**config.mk**
```make
export PLATFORM = sky130hd
export DESIGN_NAME = mem_arbiter_flat
export DESIGN_NICKNAME = d
export VERILOG_FILES = /design/src/rtl/mem_arbiter_if.sv /design/src/rtl/mem_arbiter.sv /design/src/flat_wrapper.sv
export SDC_FILE = /design/constraint.sdc
export NUM_CORES = 1
export LEC_CHECK = 0
export CAP_MARGIN = 20
export CORE_UTILIZATION = 46
export DETAILED_ROUTE_END_ITERATION = 8
export PLACE_DENSITY = 0.86
export SYNTH_ARGS = -nofsm -noshare
export SYNTH_HDL_FRONTEND = slang
export SYNTH_SLANG_ARGS = --single-unit
```
**constraint.sdc**
```tcl
create_clock -name clk -period 4.1 [get_ports clk]
set_clock_uncertainty 0.2 [all_clocks]
set_input_delay 0.82 -clock clk [delete_from_list [all_inputs] [get_ports clk]]
set_output_delay 0.82 -clock clk [all_outputs]
set_load 0.05 [all_outputs]
```
**src/rtl/mem_arbiter_if.sv**
```systemverilog
//------------------------------------------------------------------------------
// Module   : mem_arbiter_if
// Purpose  : Fetch, load/store and RAM-side signals of the shared-RAM arbiter.
// Revision : 1.0
//------------------------------------------------------------------------------
`default_nettype none

interface mem_arbiter_if #(
    parameter int ADDR_W = 15,
    parameter int DATA_W = 32
);
    logic              if_req;
    logic [ADDR_W-1:0] if_addr;
    logic              if_ack;
    logic [DATA_W-1:0] if_rdata;
    logic              if_err;

    logic              ls_req;
    logic              ls_we;
    logic [ADDR_W-1:0] ls_addr;
    logic [DATA_W-1:0] ls_wdata;
    logic              ls_ack;
    logic [DATA_W-1:0] ls_rdata;
    logic              ls_err;

    logic              mem_cs;
    logic              mem_we;
    logic [ADDR_W-1:0] mem_addr;
    logic              mem_data_valid;
    logic [DATA_W-1:0] mem_wdata;
    logic              mem_data_ready;
    logic [DATA_W-1:0] mem_rdata;

    modport slave (
        input  if_req, if_addr,
        output if_ack, if_rdata, if_err,
        input  ls_req, ls_we, ls_addr, ls_wdata,
        output ls_ack, ls_rdata, ls_err,
        output mem_cs, mem_we, mem_addr, mem_data_valid, mem_wdata,
        input  mem_data_ready, mem_rdata
    );

    modport master (
        output if_req, if_addr,
        input  if_ack, if_rdata, if_err,
        output ls_req, ls_we, ls_addr, ls_wdata,
        input  ls_ack, ls_rdata, ls_err,
        input  mem_cs, mem_we, mem_addr, mem_data_valid, mem_wdata,
        output mem_data_ready, mem_rdata
    );
endinterface

`default_nettype wire

```
**src/rtl/mem_arbiter.sv**
```systemverilog
//------------------------------------------------------------------------------
// Module   : mem_arbiter
// Purpose  : Round-robin fetch/load-store arbiter and RAM access sequencer.
// Revision : 1.0
//------------------------------------------------------------------------------
`default_nettype none

module mem_arbiter #(
    parameter int ADDR_W  = 15,
    parameter int DATA_W  = 32,
    parameter int TIMEOUT = 255
) (
    input  logic         clk,
    input  logic         rst,
    mem_arbiter_if.slave bus
);
    typedef enum logic [1:0] {
        S_IDLE    = 2'd0,
        S_ACCESS  = 2'd1,
        S_RELEASE = 2'd2,
        S_ERR     = 2'd3
    } state_t;

    localparam logic [7:0] c_CNT_LAST = 8'(TIMEOUT - 1);
    localparam logic [7:0] c_CNT_MAX  = 8'hFF;

    state_t            r_state, w_state_nx;
    logic              r_last_b, w_last_b_nx;
    logic              r_grant_b, w_grant_b_nx;
    logic [7:0]        r_cnt, w_cnt_nx;
    logic              r_sync1, r_sync2;
    logic              r_mem_cs, w_cs_nx;
    logic              r_mem_we, w_we_nx;
    logic              r_mem_dv, w_dv_nx;
    logic [ADDR_W-1:0] r_mem_addr, w_addr_nx;
    logic [DATA_W-1:0] r_mem_wdata, w_wdata_nx;
    logic              r_if_ack, w_if_ack_nx, r_if_err, w_if_err_nx;
    logic              r_ls_ack, w_ls_ack_nx, r_ls_err, w_ls_err_nx;
    logic [DATA_W-1:0] r_if_rdata, w_if_rdata_nx, r_ls_rdata, w_ls_rdata_nx;

    logic              w_pick_b;
    logic [ADDR_W-1:0] w_req_addr;
    logic              w_done;
    logic              w_fail;
    logic [DATA_W-1:0] w_data;

    // On a tie the port that did not win last time is served.
    assign w_pick_b   = bus.ls_req & (~bus.if_req | ~r_last_b);
    assign w_req_addr = w_pick_b ? bus.ls_addr : bus.if_addr;

    always_comb begin
        w_state_nx    = r_state;
        w_last_b_nx   = r_last_b;
        w_grant_b_nx  = r_grant_b;
        w_cnt_nx      = (r_cnt == c_CNT_MAX) ? r_cnt : r_cnt + 8'd1;
        w_cs_nx       = r_mem_cs;
        w_we_nx       = r_mem_we;
        w_dv_nx       = 1'b0;
        w_addr_nx     = r_mem_addr;
        w_wdata_nx    = r_mem_wdata;
        w_done        = 1'b0;
        w_fail        = 1'b0;
        w_data        = '0;

        unique case (r_state)
            S_IDLE: begin
                if (bus.if_req || bus.ls_req) begin
                    w_grant_b_nx = w_pick_b;
                    w_last_b_nx  = w_pick_b;
                    w_addr_nx    = w_req_addr;
                    w_wdata_nx   = w_pick_b ? bus.ls_wdata : '0;
                    w_cnt_nx     = '0;
                    if (w_req_addr[1:0] != 2'b00) begin
                        w_state_nx = S_ERR;
                    end else begin
                        w_state_nx = S_ACCESS;
                        w_cs_nx    = 1'b1;
                        w_we_nx    = w_pick_b & bus.ls_we;
                        w_dv_nx    = w_pick_b & bus.ls_we;
                    end
                end
            end
            S_ACCESS: begin
                if (r_sync2 || (r_cnt == c_CNT_LAST)) begin
                    w_done     = 1'b1;
                    w_fail     = ~r_sync2;
                    w_data     = r_sync2 ? bus.mem_rdata : '0;
                    w_state_nx = S_RELEASE;
                    w_cs_nx    = 1'b0;
                    w_we_nx    = 1'b0;
                    w_cnt_nx   = '0;
                end
            end
            S_RELEASE: begin
                // A RAM that never drops ready is abandoned silently.
                if (!r_sync2 || (r_cnt == c_CNT_LAST))
                    w_state_nx = S_IDLE;
            end
            S_ERR: begin
                w_done     = 1'b1;
                w_fail     = 1'b1;
                w_state_nx = S_IDLE;
            end
            default: w_state_nx = S_IDLE;
        endcase

        w_if_ack_nx   = w_done & ~r_grant_b;
        w_if_err_nx   = w_done & ~r_grant_b & w_fail;
        w_ls_ack_nx   = w_done & r_grant_b;
        w_ls_err_nx   = w_done & r_grant_b & w_fail;
        w_if_rdata_nx = (w_done && !r_grant_b) ? w_data : r_if_rdata;
        w_ls_rdata_nx = (w_done && r_grant_b)  ? w_data : r_ls_rdata;
    end

    always_ff @(posedge clk) begin
        if (rst) begin
            r_state     <= S_IDLE;
            r_last_b    <= 1'b1;
            r_grant_b   <= 1'b0;
            r_cnt       <= '0;
            r_sync1     <= 1'b0;
            r_sync2     <= 1'b0;
            r_mem_cs    <= 1'b0;
            r_mem_we    <= 1'b0;
            r_mem_dv    <= 1'b0;
            r_mem_addr  <= '0;
            r_mem_wdata <= '0;
            r_if_ack    <= 1'b0;
            r_if_err    <= 1'b0;
            r_ls_ack    <= 1'b0;
            r_ls_err    <= 1'b0;
            r_if_rdata  <= '0;
            r_ls_rdata  <= '0;
        end else begin
            r_state     <= w_state_nx;
            r_last_b    <= w_last_b_nx;
            r_grant_b   <= w_grant_b_nx;
            r_cnt       <= w_cnt_nx;
            r_sync1     <= bus.mem_data_ready;
            r_sync2     <= r_sync1;
            r_mem_cs    <= w_cs_nx;
            r_mem_we    <= w_we_nx;
            r_mem_dv    <= w_dv_nx;
            r_mem_addr  <= w_addr_nx;
            r_mem_wdata <= w_wdata_nx;
            r_if_ack    <= w_if_ack_nx;
            r_if_err    <= w_if_err_nx;
            r_ls_ack    <= w_ls_ack_nx;
            r_ls_err    <= w_ls_err_nx;
            r_if_rdata  <= w_if_rdata_nx;
            r_ls_rdata  <= w_ls_rdata_nx;
        end
    end

    assign bus.mem_cs         = r_mem_cs;
    assign bus.mem_we         = r_mem_we;
    assign bus.mem_data_valid = r_mem_dv;
    assign bus.mem_addr       = r_mem_addr;
    assign bus.mem_wdata      = r_mem_wdata;
    assign bus.if_ack         = r_if_ack;
    assign bus.if_err         = r_if_err;
    assign bus.if_rdata       = r_if_rdata;
    assign bus.ls_ack         = r_ls_ack;
    assign bus.ls_err         = r_ls_err;
    assign bus.ls_rdata       = r_ls_rdata;
endmodule

`default_nettype wire

```
**src/flat_wrapper.sv**
```systemverilog
// flat-port wrapper written by rule: the top's interface ports become plain ports
module mem_arbiter_flat 
#(
    parameter int ADDR_W  = 15,
    parameter int DATA_W  = 32,
    parameter int TIMEOUT = 255
)
  (clk, rst, bus_if_req, bus_if_addr, bus_if_ack, bus_if_rdata, bus_if_err, bus_ls_req, bus_ls_we, bus_ls_addr, bus_ls_wdata, bus_ls_ack, bus_ls_rdata, bus_ls_err, bus_mem_cs, bus_mem_we, bus_mem_addr, bus_mem_data_valid, bus_mem_wdata, bus_mem_data_ready, bus_mem_rdata);
  mem_arbiter_if #(.ADDR_W(ADDR_W), .DATA_W(DATA_W)) bus_i ();
  input  logic clk;
  input  logic rst;
  input wire logic [$bits(bus_i.if_req)-1:0] bus_if_req;
  input wire logic [$bits(bus_i.if_addr)-1:0] bus_if_addr;
  output wire logic [$bits(bus_i.if_ack)-1:0] bus_if_ack;
  output wire logic [$bits(bus_i.if_rdata)-1:0] bus_if_rdata;
  output wire logic [$bits(bus_i.if_err)-1:0] bus_if_err;
  input wire logic [$bits(bus_i.ls_req)-1:0] bus_ls_req;
  input wire logic [$bits(bus_i.ls_we)-1:0] bus_ls_we;
  input wire logic [$bits(bus_i.ls_addr)-1:0] bus_ls_addr;
  input wire logic [$bits(bus_i.ls_wdata)-1:0] bus_ls_wdata;
  output wire logic [$bits(bus_i.ls_ack)-1:0] bus_ls_ack;
  output wire logic [$bits(bus_i.ls_rdata)-1:0] bus_ls_rdata;
  output wire logic [$bits(bus_i.ls_err)-1:0] bus_ls_err;
  output wire logic [$bits(bus_i.mem_cs)-1:0] bus_mem_cs;
  output wire logic [$bits(bus_i.mem_we)-1:0] bus_mem_we;
  output wire logic [$bits(bus_i.mem_addr)-1:0] bus_mem_addr;
  output wire logic [$bits(bus_i.mem_data_valid)-1:0] bus_mem_data_valid;
  output wire logic [$bits(bus_i.mem_wdata)-1:0] bus_mem_wdata;
  input wire logic [$bits(bus_i.mem_data_ready)-1:0] bus_mem_data_ready;
  input wire logic [$bits(bus_i.mem_rdata)-1:0] bus_mem_rdata;
  assign bus_i.if_req = bus_if_req;
  assign bus_i.if_addr = bus_if_addr;
  assign bus_if_ack = bus_i.if_ack;
  assign bus_if_rdata = bus_i.if_rdata;
  assign bus_if_err = bus_i.if_err;
  assign bus_i.ls_req = bus_ls_req;
  assign bus_i.ls_we = bus_ls_we;
  assign bus_i.ls_addr = bus_ls_addr;
  assign bus_i.ls_wdata = bus_ls_wdata;
  assign bus_ls_ack = bus_i.ls_ack;
  assign bus_ls_rdata = bus_i.ls_rdata;
  assign bus_ls_err = bus_i.ls_err;
  assign bus_mem_cs = bus_i.mem_cs;
  assign bus_mem_we = bus_i.mem_we;
  assign bus_mem_addr = bus_i.mem_addr;
  assign bus_mem_data_valid = bus_i.mem_data_valid;
  assign bus_mem_wdata = bus_i.mem_wdata;
  assign bus_i.mem_data_ready = bus_mem_data_ready;
  assign bus_i.mem_rdata = bus_mem_rdata;
  mem_arbiter #(.ADDR_W(ADDR_W), .DATA_W(DATA_W), .TIMEOUT(TIMEOUT)) u_core (.clk(clk), .rst(rst), .bus(bus_i));
endmodule
```
# Word-level counts from Yosys, hierarchy flattened
# Cells that the tools add are included.
# op_classes
n_reduce_logical	14
muxes	25
n_mul	0
n_shift	0
addsub	1
div_mod_pow	0
n_eq_ne	9
order_cmp	0
n_bitwise	13
# op_table
cell	count
$mux W32	4
$mux W8	3
$eq A8 B8 Y1 const B	2
$pmux W8 S2	1
$mux W15	1
$add A8 B1 Y8 const B	1
$mux W2	4
$pmux W1 S2	4
$pmux W2 S4	1
$mux W1	7
$and A1 B1 Y1	6
$ne A2 B1 Y1 const B	3
$not A1 Y1	6
$eq A2 B2 Y1 const B	2
$reduce_and A4 Y1	1
$reduce_bool A2 Y1	2
$reduce_or A4 Y1	1
$logic_or A1 B1 Y1	3
$reduce_and A3 Y1	1
$eq A2 B1 Y1 const B	1
$logic_and A1 B1 Y1	2
$logic_not A1 Y1	2
$logic_not A2 Y1	1
$ne A2 B2 Y1 const B	1
other kinds (2)	2
# totals
latchBits	0
out_inout_bits	118
mem_bits_rw	0
mem_bits_ro	0
elab_cells	79
reg_bits	132
memories	0
input_bits	100

# Longest topological paths before layout
# logic_depth
ltp_word	8
ltp_mapped	8
mapped_depth_nobuf	6

# Least setup slack after synthesis
# Ideal clock, no wire load.
# synth_path
path_type	input to register
startpoint	input port bus_ls_req
endpoint	register u_core.r_last_b
stages	6
n_path_buf	3
setup_ps	120
required_time_ps	3780
slack_ps	1989
t_arrival_ps	1791
cell_sequence	a21boi_0 -> buf_4 -> and2_1 -> buf_2 -> buf_4 -> a211o_1
# synth_between
elab_chain_len	2
elab_cells_between_ends	3
cone_classes	bitwise: 1; reduce/logical: 2
# synth_rtl
item	line	source
start: declaration	flat_wrapper.sv:17	input wire logic [$bits(bus_i.ls_req)-1:0] bus_ls_req;
$logic_or A1 B1 Y1	mem_arbiter.sv:67	if (bus.if_req || bus.ls_req) begin
$reduce_and A2 Y1 (no source line)	-	
end signal: assignment	mem_arbiter.sv:136	r_last_b <= w_last_b_nx;
end: declaration	mem_arbiter.sv:28	logic r_last_b, w_last_b_nx;
# Several ways; a longest one is shown, not always the timed one.
# A chain may end at the register's enable or synchronous reset.

# Final worst setup path
# layout_path
startpoint	register u_core.r_mem_wdata[30] (netlist: u_core.bus.mem_wdata[30])
endpoint	output port bus_mem_wdata[30]
# layout_rtl
item	line	source
start: declaration	mem_arbiter.sv:36	logic [DATA_W-1:0] r_mem_wdata, w_wdata_nx;
start signal: assignment	mem_arbiter.sv:145	r_mem_wdata <= w_wdata_nx;
end: declaration	flat_wrapper.sv:28	output wire logic [$bits(bus_i.mem_wdata)-1:0] bus_mem_wdata;
# No word-level cell between the ends.

==> results.ini <==
[route]
totalWireLength_um=14800
drt_iter0_markers=359
first_pass_iters=5
drc=0
via_per_inst=5.36
ant_nets=0
vias=4901
wl_per_cell_um=16.2

[clock_network]
hold_buffers=0
clock_latency_ns=0.50
path_clk_slew_ns=0.06
cts-buffers-inserted=17
clock-sinks=132
cts_resized=0
clk_path_buf_depth=2
root_buffer=clkbuf_8
cts_setup_buffers=0
cts.htree.levels=4
cts_tree=built

[global_route]
grt_pass1_vias=4863
grt_pass1_wl_um=23500
overflow=0
grt_use_total_pct=25.8
grt_max_degree=71
antenna_found_initial=0

[synthesis]
synth.net_count=666
ys_warn_count=0
ys.flop_type=dfxtp_1
synth_mux_area_share_pct=3.30
netlist_top_cells_area=dfxtp_1, a21oi_2, nand2_1
synthArstFlopShare_pct=0
synth_edf_count=0
synth_adder_area_share_pct=0.486
ys_ff_latch=132
synthSimpleGateAreaFrac_pct=12.9
synth_seq_area_share_pct=51.3
synth-xor-area-share_pct=0.510
syn_area_um2=5150
synth_cell_type_count=41
synth_top_family_by_area=compound AO/OA/AOI/OAI gates
synth-compound-area-share_pct=25.6
synthCells=564
synth_top_cell_by_area=dfxtp_1
synth_top_cell_area_share_pct=51.3
syn_avg_cell_area_um2=9.14

[worst_setup_path]
arrival_ns=1.69
crit_type=flop to output pin
cp.required_ns=3.08
critPathLaunchType=flop
path_buf_inv=1
crit_path_max_fanout=2
slowest_stage=clkdlybuf4s50_1
crit_cells=1
cp_top_family=buffers and inverters
slowest_delay_ns=0.82
reg2reg_from=u_core.r_cnt[0]
startpoint=u_core.bus.mem_wdata[30]
endpoint_kind=output pin
crit_chain=clkdlybuf4s50_1
rr_worst_depth=7

[sta]
setup_tns_ns=0
timing.slew.headroom_pct=42.8
worstMarginPinSlew_ns=0.858
maxSlewViolCount=0
min_period_ns=2.71
grt_setup_unrepaired=no
fin_crit_sh_pct=66.2
setup_viol=0
hold_viol=0
max_clock_freq_mhz=369

[worst_hold_path]
whs_path_depth=2
holdCritStartpoint=u_core.bus.ls_rdata[14]
hold_class=flop to flop

[pwr]
vdd_drop_max_uv=258
p_per_area_nw_per_um2=457
p_leak_nw=2.76

[placed_design]
place.gp.congestion=0.781
place_inst=882
dp_hpwl_um=10400
portBuffers=217

[job]
drv_cap=0

[die]
coreArea_um2=10900
initial_core_util_pct=47.3
die_x_um=108
ios=218
num_rows=38
die_h_um=108
die-area_um2=11600

[final_layout]
syn2layout_area_growth_pct=55.0
num_antenna_cells=0
nNetsFinal=864
stdcell_count=915
layout-drive-gt1-share_pct=12.4
n_fill_cell=774

[outcome]
status=finished, final reports clean

[worst paths after layout]
check                                               end  slack [ns]
worst min-delay path            u_core.bus.ls_rdata[14]        0.27
worst max-delay path                  bus_mem_wdata[30]        1.39
worst min register to register  u_core.bus.ls_rdata[14]        0.27
worst max register to register  u_core.bus.if_rdata[29]        1.80
[report_power, final]
part | leakage, nW | switching, mW | internal, mW
registers | 1.07 | 0.0417 | 1.34
logic | 1.38 | 0.413 | 0.258
clock network | 0.307 | 0.553 | 1.04
total | 2.76 | 1.01 | 2.64
[layout by cell type, fill, tap and decap left out, types with 3 or more instances in the layout]
| cell type | count |
|---|---|
| nor3_1 | 4 |
| nand3_1 | 4 |
| dfxtp_1 | 132 |
| inv_1 | 3 |
| nor2b_1 | 3 |
| a21oi_2 | 38 |
| a211oi_1 | 17 |
| nor2_1 | 60 |
| a21oi_1 | 34 |
| o21ai_0 | 29 |
| clkbuf_8 | 4 |
| o21ai_1 | 33 |
| mux2i_1 | 17 |
| clkdlybuf4s50_1 | 216 |
| o21ai_2 | 6 |
| a22oi_1 | 32 |
| nand2_1 | 69 |
| buf_4 | 10 |
| nand2b_1 | 3 |
| a31oi_1 | 5 |
| and3_1 | 4 |
| clkbuf_16 | 16 |
| bufinv_16 | 4 |
| clkinv_2 | 3 |
[per-layer routing]
layer	vias to the layer above	global-route usage (%)	part of all wire, %
li1	2364	-	-
met1	2280	28.9	40
met2	231	44.8	50
met3	26	8.29	8.3
met4	0	10.9	2.1
met5	-	0	0
[stage by stage]
step	util [%]	hold slack [ns]	worst slack, ns	cell area (um^2)	total power, mW
after global routing	73.3	0.276	1.33	7980	3.78
after CTS	73.1	0.269	1.35	7960	3.67
after detailed placement	67.3	0.256	0.998	7320	2.07
after floorplan	-	0.214	1.99	5150	1.83
final	73.3	0.267	1.39	7980	3.65
after global placement	66.9	0.235	1.12	7280	2.05
[Yosys cell counts (2+ instances only)]
cell type,instances
nand2_1,69
buf_12,2
a22oi_1,32
inv_1,3
a211oi_1,17
and3_1,4
ha_1,2
a31oi_1,5
nand3_1,4
nand2b_1,3
o21ai_0,29
dfxtp_1,132
clkbuf_1,21
buf_4,5
nor2b_1,3
clkbuf_2,4
o21ai_2,5
or2_2,2
buf_2,14
nor3_1,5
a21oi_1,34
and4_1,2
nor2_1,60
a21oi_2,38
o21ai_1,34
mux2i_1,17
xnor2_1,2
buf_6,3
[cell families after synthesis]
logic type / after synthesis
xor+xnor: 3
mux: 17
buf+inv: 53
fa+ha+maj: 2
simple gates: 158
flops: 132
compound gates: 199
[cell type report]
type	instances	area [um^2]	area share (%)
Timing Repair Buffer	229	2310	28.9
Multi-Input combinational cell	379	2220	27.8
Clock inverter	12	176	2.21
Clock buffer	20	455	5.70
Tap cell	140	175	2.19
Sequential cell	132	2640	33.1
Inverter	3	11.3	0.141
[flip-flops by register name, indices dropped and copies added, names as in the netlist, 2 cells and up]
signal / cells
u_core.r_cnt: 8
u_core.bus.mem_addr: 15
u_core.r_state: 2
u_core.bus.ls_rdata: 32
u_core.bus.if_rdata: 32
u_core.bus.mem_wdata: 32
Power figures use the tool's default switching activity.
